===== config.mk =====
export PLATFORM = sky130hd
export DESIGN_NAME = counter_ctrl
export DESIGN_NICKNAME = d
export VERILOG_FILES = /design/src/rtl/counter_ctrl_pkg.sv /design/src/rtl/counter_ctrl_debounce.sv /design/src/rtl/counter_ctrl.sv
export SDC_FILE = /design/constraint.sdc
export NUM_CORES = 1
export LEC_CHECK = 0
export CAP_MARGIN = 30
export CORE_MARGIN = 1
export CORE_UTILIZATION = 55
export CTS_CLUSTER_SIZE = 12
export DETAILED_ROUTE_END_ITERATION = 8
export PLACE_DENSITY = 0.76
export SYNTH_ARGS = -nofsm -noshare
export SYNTH_HDL_FRONTEND = slang
export SYNTH_SLANG_ARGS = --single-unit

===== constraint.sdc =====
create_clock -name clk -period 2 [get_ports clk]
set_clock_uncertainty 0.15 [all_clocks]
set_input_delay 0.2 -clock clk [delete_from_list [all_inputs] [get_ports clk]]
set_output_delay 0.2 -clock clk [all_outputs]
set_load 0.05 [all_outputs]

===== src/rtl/counter_ctrl_pkg.sv =====
// Shared types and default parameters for the button-driven count controller.
package counter_ctrl_pkg;

   typedef enum logic [0:0] {
      STOP = 1'b0,
      RUN  = 1'b1
   } ctrl_state_t;

   localparam int DEF_WIDTH           = 4;
   localparam int DEF_DEBOUNCE_CYCLES = 1_000_000;
   localparam int DEF_TICK_DIV        = 50_000_000;

   localparam int NUM_BTNS  = 3;
   localparam int BTN_STEP  = 0;
   localparam int BTN_MODE  = 1;
   localparam int BTN_CLEAR = 2;

endpackage


===== src/rtl/counter_ctrl_debounce.sv =====
// Button conditioner: 2-flop synchronizer, stability debouncer and a
// one-cycle pulse on each accepted rising level.
module btn_debounce
   import counter_ctrl_pkg::*;
#(
   parameter int DEBOUNCE_CYCLES = DEF_DEBOUNCE_CYCLES
) (
   input  logic clk,
   input  logic rst_n,
   input  logic btn_i,
   output logic press_o
);

   localparam int CNT_W = $clog2(DEBOUNCE_CYCLES);
   localparam logic [CNT_W-1:0] CNT_LAST = CNT_W'(DEBOUNCE_CYCLES - 1);

   logic             sync1_q, sync2_q;
   logic             level_q, level_d;
   logic             level_dly_q;
   logic             press_q;
   logic [CNT_W-1:0] cnt_q, cnt_d;

   // The counter only runs while the synchronized input disagrees with the
   // accepted level, so any bounce back to the accepted level restarts it.
   always_comb begin
      cnt_d   = '0;
      level_d = level_q;
      if (sync2_q != level_q) begin
         if (cnt_q == CNT_LAST) begin
            level_d = sync2_q;
         end else begin
            cnt_d = cnt_q + 1'b1;
         end
      end
   end

   always_ff @(posedge clk or negedge rst_n) begin
      if (!rst_n) begin
         sync1_q     <= 1'b0;
         sync2_q     <= 1'b0;
         cnt_q       <= '0;
         level_q     <= 1'b0;
         level_dly_q <= 1'b0;
         press_q     <= 1'b0;
      end else begin
         sync1_q     <= btn_i;
         sync2_q     <= sync1_q;
         cnt_q       <= cnt_d;
         level_q     <= level_d;
         level_dly_q <= level_q;
         press_q     <= level_q & ~level_dly_q;
      end
   end

   assign press_o = press_q;

endmodule


===== src/rtl/counter_ctrl.sv =====
// STOP/RUN count sequencer: debounced buttons, prescaled run tick and the
// registered count, wrap strobe and display enable.
module counter_ctrl
   import counter_ctrl_pkg::*;
#(
   parameter int WIDTH           = DEF_WIDTH,
   parameter int DEBOUNCE_CYCLES = DEF_DEBOUNCE_CYCLES,
   parameter int TICK_DIV        = DEF_TICK_DIV
) (
   input  logic             clk,
   input  logic             rst_n,
   input  logic             btn_step,
   input  logic             btn_mode,
   input  logic             btn_clear,
   output logic [WIDTH-1:0] count_out,
   output logic             run_active,
   output logic             wrap_pulse,
   output logic             display_en
);

   localparam int PRE_W = $clog2(TICK_DIV);
   localparam logic [PRE_W-1:0] PRE_LAST = PRE_W'(TICK_DIV - 1);

   logic [NUM_BTNS-1:0] btn_raw;
   logic [NUM_BTNS-1:0] btn_press;

   assign btn_raw[BTN_STEP]  = btn_step;
   assign btn_raw[BTN_MODE]  = btn_mode;
   assign btn_raw[BTN_CLEAR] = btn_clear;

   generate
      for (genvar gi = 0; gi < NUM_BTNS; gi++) begin : g_btn
         btn_debounce #(
            .DEBOUNCE_CYCLES(DEBOUNCE_CYCLES)
         ) u_debounce (
            .clk    (clk),
            .rst_n  (rst_n),
            .btn_i  (btn_raw[gi]),
            .press_o(btn_press[gi])
         );
      end
   endgenerate

   ctrl_state_t      state_q, state_d;
   logic [PRE_W-1:0] presc_q, presc_d;
   logic [WIDTH-1:0] count_q, count_d;
   logic             wrap_q, wrap_d;
   logic             disp_q;
   logic             tick;
   logic             incr;

   always_comb begin
      state_d = state_q;
      if (btn_press[BTN_MODE]) begin
         state_d = (state_q == STOP) ? RUN : STOP;
      end

      tick = (state_q == RUN) && (presc_q == PRE_LAST);
      incr = tick || ((state_q == STOP) && btn_press[BTN_STEP]);

      // The prescaler only advances while staying in RUN, so every entry
      // into RUN and every clear restarts a full tick period.
      presc_d = '0;
      if ((state_q == RUN) && (state_d == RUN) && !btn_press[BTN_CLEAR] && !tick) begin
         presc_d = presc_q + 1'b1;
      end

      count_d = count_q;
      wrap_d  = 1'b0;
      if (btn_press[BTN_CLEAR]) begin
         count_d = '0;
      end else if (incr) begin
         count_d = count_q + 1'b1;
         wrap_d  = (count_q == '1);
      end
   end

   always_ff @(posedge clk or negedge rst_n) begin
      if (!rst_n) begin
         state_q <= STOP;
         presc_q <= '0;
         count_q <= '0;
         wrap_q  <= 1'b0;
         disp_q  <= 1'b0;
      end else begin
         state_q <= state_d;
         presc_q <= presc_d;
         count_q <= count_d;
         wrap_q  <= wrap_d;
         disp_q  <= 1'b1;
      end
   end

   assign count_out  = count_q;
   assign run_active = (state_q == RUN);
   assign wrap_pulse = wrap_q;
   assign display_en = disp_q;

endmodule

# Word level (Yosys, flattened, before mapping)
# Index checks and enable logic that the tools add are counted.
# word_totals
register_bits,108
latch_bits,0
mem_bits_rw,0
rom_bits,0
in_bits,5
output_inout_bits,7
elab_cells,68
n_memories,0
# classes
addsub,5
mul,0
div,0
order_cmp,0
n_eq_ne,8
shift,0
n_mux,13
bitwise,7
reduce_logical,12
# op_table
operator,count
two-way mux 20 bit,6
"adder 20 x 1 -> 20 bit, second input constant",3
"equality test 20 bit, second input constant",3
"adder 26 x 1 -> 26 bit, second input constant",1
"equality test 26 bit, second input constant",1
two-way mux 26 bit,1
two-way mux 4 bit,2
AND reduction 2 bit,3
logical AND 1 bit,5
"adder 4 x 1 -> 4 bit, second input constant",1
"equality test 4 bit, second input constant",1
two-way mux 1 bit,4
NOT 1 bit,4
bitwise AND 1 bit,3
inequality test 1 bit,3
logical NOT 1 bit,2
nonzero test 2 bit,1
logical OR 1 bit,1

# Logic depth before layout (Yosys ltp)
# Gate-level depths: netlist of run 1.
# depth
depth_word,6
depth_mapped,7
ltp_nobuf,6

# Cells and area by module
# A second synthesis of run 1 with hierarchy kept.
# hier_totals
hier_cells,492
hier_area_um2,5092.4
# by_module_without_submodules
module,instances,cells_each,area_each_um2,seq_area_each_um2
btn_debounce (g_btn[0].u_debounce ...),2,109,1171.1,625.6
counter_ctrl,1,163,1584.0,825.8
btn_debounce (g_btn[1].u_debounce),1,111,1166.1,625.6

# Worst setup path before layout of run 1
# Ideal clock, no wire load.
# synth_path
path_type,register to register
from,"reg state_q, in the netlist run_active"
to,"reg count_q[2], in the netlist count_out[2]"
setup_time_ps,125
arrival_ps,1718
required_time_ps,1725
slack_ps,7
stages_incl_launch_ff,6
n_path_buf,0
synth_period_minus_slack_ps,1993
cell_sequence,dfrtp_1 > nand4bb_1 > nor4_1 > a32o_2 > nand2_2 > mux2_4
# synth_via
elab_chain_cells,4
elab_cells_between_ends,5
cone_classes,bitwise: 1; reduce/logical: 4
# synth_lines
item,line,text
"start, declared",counter_ctrl.sv:44,"ctrl_state_t state_q, state_d;"
"start signal, assigned",counter_ctrl.sv:86,state_q <= state_d;
NOT 1 bit,counter_ctrl.sv:59,incr = tick || ((state_q == STOP) && btn_press[BTN_STEP]);
logical AND 1 bit,counter_ctrl.sv:59,
logical OR 1 bit (*),counter_ctrl.sv:59,
nonzero test 2 bit (no line) (*),n/a,
"end signal, assigned",counter_ctrl.sv:88,count_q <= count_d;
"end, declared",counter_ctrl.sv:46,"logic [WIDTH-1:0] count_q, count_d;"
# Mark *: on every way between the ends. The rest lies on a longest branch, timed or not.
# A chain may end at the register's enable or synchronous reset.

# Worst setup path in the final report of run 1
# layout_path
from,reg presc_q[0]
to,"reg count_q[2], in the netlist count_out[2]"
# layout_via
elab_chain_cells,4
# layout_lines
item,line,text
"start, declared",counter_ctrl.sv:45,"logic [PRE_W-1:0] presc_q, presc_d;"
"start signal, assigned",counter_ctrl.sv:87,presc_q <= presc_d;
equality test 26 bit,counter_ctrl.sv:58,tick = (state_q == RUN) && (presc_q == PRE_LAST);
logical AND 1 bit,counter_ctrl.sv:58,
logical OR 1 bit,counter_ctrl.sv:59,
nonzero test 2 bit (no line),n/a,
# No other way between the ends.

==> results of run 1 <==
[per-layer routing]
layer | track usage | vias to the layer above | wire length (µm)
li1 | - | 1662 | -
met1 | 0.250 | 1667 | 3960
met2 | 0.324 | 30 | 4160
met3 | 0.0412 | 6 | 191
met4 | 0.0608 | 0 | 87
met5 | 0 | - | 0
[registers in the layout, indices dropped and copies added, names as in the netlist]
register	flops
wrap_pulse	1
count_out	4
g_btn.u_debounce.sync1_q	3
display_en	1
g_btn.u_debounce.cnt_q	60
g_btn.u_debounce.level_q	3
presc_q	26
run_active	1
g_btn.u_debounce.level_dly_q	3
g_btn.u_debounce.sync2_q	3
g_btn.u_debounce.press_o	3
[cells by family (layout without fill, tap and decap cells)]
group                      count (synthesis)  after routing
AOI/OAI and AO/OA                          6              6
xor gates and xnor gates                  81             81
adders and majority gates                  6              6
buffers and inverters                     23             65
DFF                                      108            108
muxes                                      5              5
other                                      1              1
and+or+nand+nor                          243            243
[cell usage in the layout, fill, tap and decap left out, types with 2 or more instances in the layout]
| cell | n |
|---|---|
| inv_6 | 2 |
| nor2b_1 | 5 |
| buf_6 | 3 |
| a21oi_1 | 2 |
| nor2_1 | 98 |
| nand3b_1 | 3 |
| xor2_1 | 56 |
| and4_1 | 9 |
| nand4b_1 | 2 |
| nor4_2 | 3 |
| nand3_1 | 35 |
| clkdlybuf4s50_1 | 8 |
| nor3b_1 | 2 |
| ha_1 | 5 |
| nor4b_1 | 2 |
| mux2_2 | 3 |
| xnor2_1 | 25 |
| dfrtp_1 | 108 |
| nand2_1 | 29 |
| nor3_1 | 6 |
| and3_1 | 13 |
| nor4_4 | 3 |
| buf_4 | 22 |
| inv_1 | 10 |
| nand4_1 | 16 |
| clkbuf_8 | 9 |
| buf_12 | 4 |
| nor4_1 | 5 |
| and2_1 | 2 |
[path summary, 6_finish.rpt]
kind | startpoint | end | depth (start not counted)
setup / recovery | presc_q[0]$_DFF_PN0_ | count_out[2]$_DFFE_PN0P_ | 6
hold / removal | btn_step | g_btn[0].u_debounce.sync1_q$_DFF_PN0_ | 1
setup reg to reg | presc_q[0]$_DFF_PN0_ | count_out[2]$_DFFE_PN0P_ | 6
hold reg to reg | g_btn[1].u_debounce.sync1_q$_DFF_PN0_ | g_btn[1].u_debounce.sync2_q$_DFF_PN0_ | 0
max in group asynchronous | rst_n | g_btn[1].u_debounce.cnt_q[19]$_DFF_PN0_ | 3
min in group asynchronous | rst_n | g_btn[0].u_debounce.cnt_q[13]$_DFF_PN0_ | 2
[worst max-delay path, delay by kind of cell, from the launching register on]
kind                     cells  cell delay [ps]
flip-flops                   1              390
multiplexers                 1              290
AND/OR/NAND/NOR              3              500
AO/OA/AOI/OAI                1              260
adder cells (fa/ha/maj)      1              240
[through the flow]
stage	cell area [µm²]	util	total power [W]	hold WS (ps)	TNS (ps)
after floorplan	4930	-	0.00231	-246	0
after global placement	5330	0.614	0.00239	104	0
after detailed placement	5330	0.614	0.00240	110	0
after CTS	5540	0.638	0.00370	92.0	0
after global routing	5640	0.650	0.00381	106	-100
final	5640	0.650	0.00364	113	0
[report_power, final]
part / leakage, nW / switching, W / internal, W
registers: 1.49 / 0.0000180 / 0.00220
logic: 0.946 / 0.0000824 / 0.0000484
clock network: 0.0931 / 0.000704 / 0.000580
[area by class of cell]
type	count	area [µm²]
Inverter	10	37.5
Timing Repair Buffer	40	390
Clock buffer	10	128
Tap cell	108	135
Multi-Input combinational cell	342	2190
Clock inverter	5	60.1
Fill cell	715	3040
Sequential cell	108	2700
[timing repair]
action	in CTS	in global routing
setup endpoints to repair	3	61
hold buffers	1	0
gates resized for setup	1	14
pin swaps	1	6
setup buffers	1	4
endpoints found under the hold margin	45	0
==> results.toml, run 1 <==
[logic_synthesis]
synthMuxAreaShare = 0.0119
synth_compound_area_frac = 0.00787
yosys.area.top_type = "dfrtp_1"
synth_fa_ha_area_frac = 0.0152
yosys-top-cells-count = "dfrtp_1, nor2_1, xor2_1"
synth_edf_count = 0
synth_seq_area_share = 0.548
ys_types = 38
synth_nets = 484
yosys.area_share.simple = 0.252
syn_area_um2 = 4930
synth-seq-cells = 108
synth_xor_area_frac = 0.144
synthArstFlopShare = 1.00
yosys-top-cells-area = "dfrtp_1, xor2_1, nor2_1"
avgSynthCellArea_um2 = 10.4
yosysMostFrequentCell = "dfrtp_1"
synth_top_family_by_area = "simple AND/OR/NAND/NOR gates"
yosysWarningCount = 0
synth_top_area_frac = 0.548
synthFlopType = "dfrtp_1"
syn_inst = 473

[clock_tree]
cts_sinks = 108
path_clk_slew_ps = 100
numCtsBuffers = 9
htree_levels = 3
clockBufferDepth = 2
cts_root_buf = "clkbuf_8"
cts_tree = "built"
insertion_delay_ps = 360

[sta]
final.period_utilization = 0.963
finalHoldViolCount = 0
max_slew_margin = 0.579
setup_slack_ps = 74.7
tightest_slew_ps = 632
layout_min_cycle_time_ps = 1930
setup_violations = 0
drv_slew = 0
fmax_mhz = 519

[place]
placed_cells = 602
pre_cts_slack_ps = 18.7
hpwl_um = 5750
port_buffers = 11
gp_congestion = 0.805

[critical_path]
regToRegSetupSlack_ps = 70
critPathMaxFanout = 3
worstSetupEndpointType = "register"
start_kind = "register"
crit_required_ps = 2100
crit_slowest_cell = "dfrtp_1"
critPathArrivalTime_ps = 2030
path_class = "register to register"
path_cells = "ha_2 > nand4_4 > nor4_4 > a32o_2 > nand2_2 > mux2_4"
crit_path_max_incr_delay_ps = 390

[run]
cap_violations = 0

[routing]
drt-pass1-iter-count = 4
drt_iter0_drc = 80
drcViolationCount = 0
vias_per_cell = 5.40
final_antenna_net_count = 0
wl_per_cell_um = 13.5
wirelength_um = 8390
dr_total_vias = 3365

[grt]
antenna_found_initial = 0
overflow = 0
grt_start_max_net_pins = 49
grt_usage = 0.192
grt_pass1_vias = 3311
grt_pass1_wl_um = 14800

[floorplan]
std_cell_rows = 34
dieArea_um2 = 9340
core_um2 = 8680
die_h_um = 96.7
die_width_um = 96.7
start_util = 0.568
io_pins = 12

[power]
leakage_nw = 2.52
powerDensity_nw_per_um2 = 645
ir_worst_vdd_v = 0.000490

[final_layout]
final_cells = 623
num_antenna_cells = 0
nets = 522
area_growth_pct = 14.4
drive_above_1_share = 0.122

[hold_path]
hold_path_class = "primary input to register"

[run_status]
status = "finished, final reports clean"
Power figures use the tool's default switching activity.
==> run 2: changes to the inputs <==
--- a/config.mk
+++ b/config.mk
@@ -5,7 +5,7 @@
 export SDC_FILE = /design/constraint.sdc
 export NUM_CORES = 1
 export LEC_CHECK = 0
-export CAP_MARGIN = 30
+export CAP_MARGIN = 20
 export CORE_MARGIN = 1
 export CORE_UTILIZATION = 55
 export CTS_CLUSTER_SIZE = 12
==> results of run 2 <==
Final layout, timing and power as in run 1 (identical DEF).
==> run 3: changes to the inputs <==
--- a/config.mk
+++ b/config.mk
@@ -8,6 +8,7 @@
 export CAP_MARGIN = 20
 export CORE_MARGIN = 1
 export CORE_UTILIZATION = 55
+export CTS_BUF_LIST = sky130_fd_sc_hd__clkbuf_4
 export CTS_CLUSTER_SIZE = 12
 export DETAILED_ROUTE_END_ITERATION = 8
 export PLACE_DENSITY = 0.76
==> constraint.sdc (replaced) <==
create_clock -name clk -period 2 [get_ports clk]
set_clock_uncertainty 0.15 [all_clocks]
set_input_delay 0.3 -clock clk [delete_from_list [all_inputs] [get_ports clk]]
set_output_delay 0.3 -clock clk [all_outputs]
set_load 0.05 [all_outputs]
==> results.toml, run 3 (same netlist as run 1, synthesis figures left out) <==
[hold_path]
hold_path_class = "primary input to register"

[critical_path]
start_kind = "register"
critPathArrivalTime_ps = 2090
worstSetupEndpointType = "register"
crit_required_ps = 2190
path_class = "register to register"
critPathMaxFanout = 12

[grt]
grt_usage = 0.197
antenna_found_initial = 1
grt_start_max_net_pins = 39
grt_pass1_vias = 3383
overflow = 0
busiest_layer = "met2"
met1_usage = 0.255
use_met3 = 0.0397
gr-usage-met2 = 0.328
grt_pass1_wl_um = 15100

[place]
hpwl_um = 5990
placed_area_um2 = 5370
placed_cells = 604
pre_cts_slack_ps = 46.7
port_buffers = 11
gp_congestion = 0.819

[sta]
setup_slack_ps = 108
layout_min_cycle_time_ps = 1890
finalHoldViolCount = 0
fin_setup_tns_ps = 0
tightest_slew_ps = 511
final.period_utilization = 0.946
drv_slew = 0
fmax_mhz = 529
max_slew_margin = 0.659
setup_violations = 0

[power]
switchingPower_w = 0.000840
internal_power_w = 0.00254
powerDensity_nw_per_um2 = 606
clkPwrFrac = 0.300
leakage_nw = 2.50
seqPwrFrac = 0.659
switching_share = 0.249
p_comb_frac = 0.042
ir_worst_vdd_v = 0.000442

[clock_tree]
path_clk_slew_ps = 160
cts_sinks = 108
htree_levels = 3
cts_root_buf = "clkbuf_4"
cts_tree = "built"
numCtsBuffers = 9
clockBufferDepth = 2
insertion_delay_ps = 450

[final_layout]
drive_above_1_share = 0.126
final_cells = 626
layout_commonest_cell = "dfrtp_1"
design_area_um2 = 5570
fill_cells = 693
seqCellArea_um2 = 2700
nets = 523
area_growth_pct = 13.1
layout_common_cells = "dfrtp_1, nor2_1, xor2_1, nand3_1, nand2_1"
multi_input_area_um2 = 2170
top_register = "g_btn.u_debounce.cnt_q"
largest_reg_flops = 60

[routing]
wl_per_cell_um = 13.7
drt_iter0_drc = 73
drcViolationCount = 0
vias_per_cell = 5.35
drt-pass1-iter-count = 4
dr_total_vias = 3350
final_antenna_net_count = 0
wirelength_um = 8590

[floorplan]
core_um2 = 8680
die_width_um = 96.7
dieArea_um2 = 9340
die_h_um = 96.7
io_pins = 12
std_cell_rows = 34
start_util = 0.568

[run]
cap_violations = 0

[run_status]
status = "finished, final reports clean"
[run 3: changes by cell type in the layout (fill, tap and decap cells not counted), moves of 2 or more]
cell             delta
clkbuf_4            +9
clkbuf_8            -9
clkdlybuf4s50_1     -5
dlygate4sd2_1       +5
buf_4               +3
buf_6               -3
buf_12              +2
[run 3: path summary, 6_finish.rpt]
kind | startpoint | endpoint | slack [ps] | cells past startpoint
worst max-delay path | g_btn[1].u_debounce.cnt_q[12]$_DFF_PN0_ | g_btn[1].u_debounce.cnt_q[19]$_DFF_PN0_ | 110 | 6
worst min-delay path | btn_mode | g_btn[1].u_debounce.sync1_q$_DFF_PN0_ | 120 | 1
worst max register to register | g_btn[1].u_debounce.cnt_q[12]$_DFF_PN0_ | g_btn[1].u_debounce.cnt_q[19]$_DFF_PN0_ | 110 | 6
worst min register to register | g_btn[1].u_debounce.sync1_q$_DFF_PN0_ | g_btn[1].u_debounce.sync2_q$_DFF_PN0_ | 220 | 0
max in group asynchronous | rst_n | count_out[0]$_DFFE_PN0P_ | 950 | 3
min in group asynchronous | rst_n | presc_q[15]$_DFF_PN0_ | 190 | 2
[run 3: worst max-delay path, stage by stage (launching register included)]
cell and delay [ps]:
dfrtp_1 450, nor4b_1 340, nand3b_1 170, nor4_4 300, or2_4 200, buf_12 130
nor2_1 60
[run 3: stage by stage]
step	total power [W]	hold slack [ps]	utilization
after floorplan	0.00231	-146	-
after global placement	0.00240	151	0.619
after detailed placement	0.00240	158	0.619
after CTS	0.00342	80.0	0.633
after global routing	0.00352	84.8	0.642
final	0.00338	120	0.642
[run 3: area by class of cell]
cell class / count / area share
Inverter: 10 / 0.00673
Sequential cell: 108 / 0.485
Clock inverter: 7 / 0.0101
Timing Repair Buffer: 41 / 0.0718
Antenna cell: 1 / 0.000449
Clock buffer: 9 / 0.0121
Multi-Input combinational cell: 342 / 0.390
Tap cell: 108 / 0.0242
[run 3: repair_timing]
| action | in CTS | in global routing |
|---|---|---|
| setup endpoints to repair | 6 | 68 |
| hold endpoints to repair | 35 | 0 |
| pin swaps | 0 | 2 |
| hold buffers | 1 | 0 |
| buffers inserted | 0 | 4 |
| gates resized for setup | 6 | 8 |
| cloned | 0 | 0 |
[run 3: metal layers]
layer | share of wire | vias up
met5 | 0 | -
met4 | 0.015 | 0
met3 | 0.018 | 9
met2 | 0.49 | 24
met1 | 0.47 | 1653
li1 | - | 1664
[run 3: power groups by stage]
stage	clock (W)	combinational [W]	sequential, W
after floorplan	0	0.0000446	0.00227
after detailed placement	0	0.000139	0.00227
final	0.00101	0.000141	0.00222
after CTS	0.00106	0.000141	0.00222
after global routing	0.00113	0.000162	0.00223
after global placement	0	0.000135	0.00226
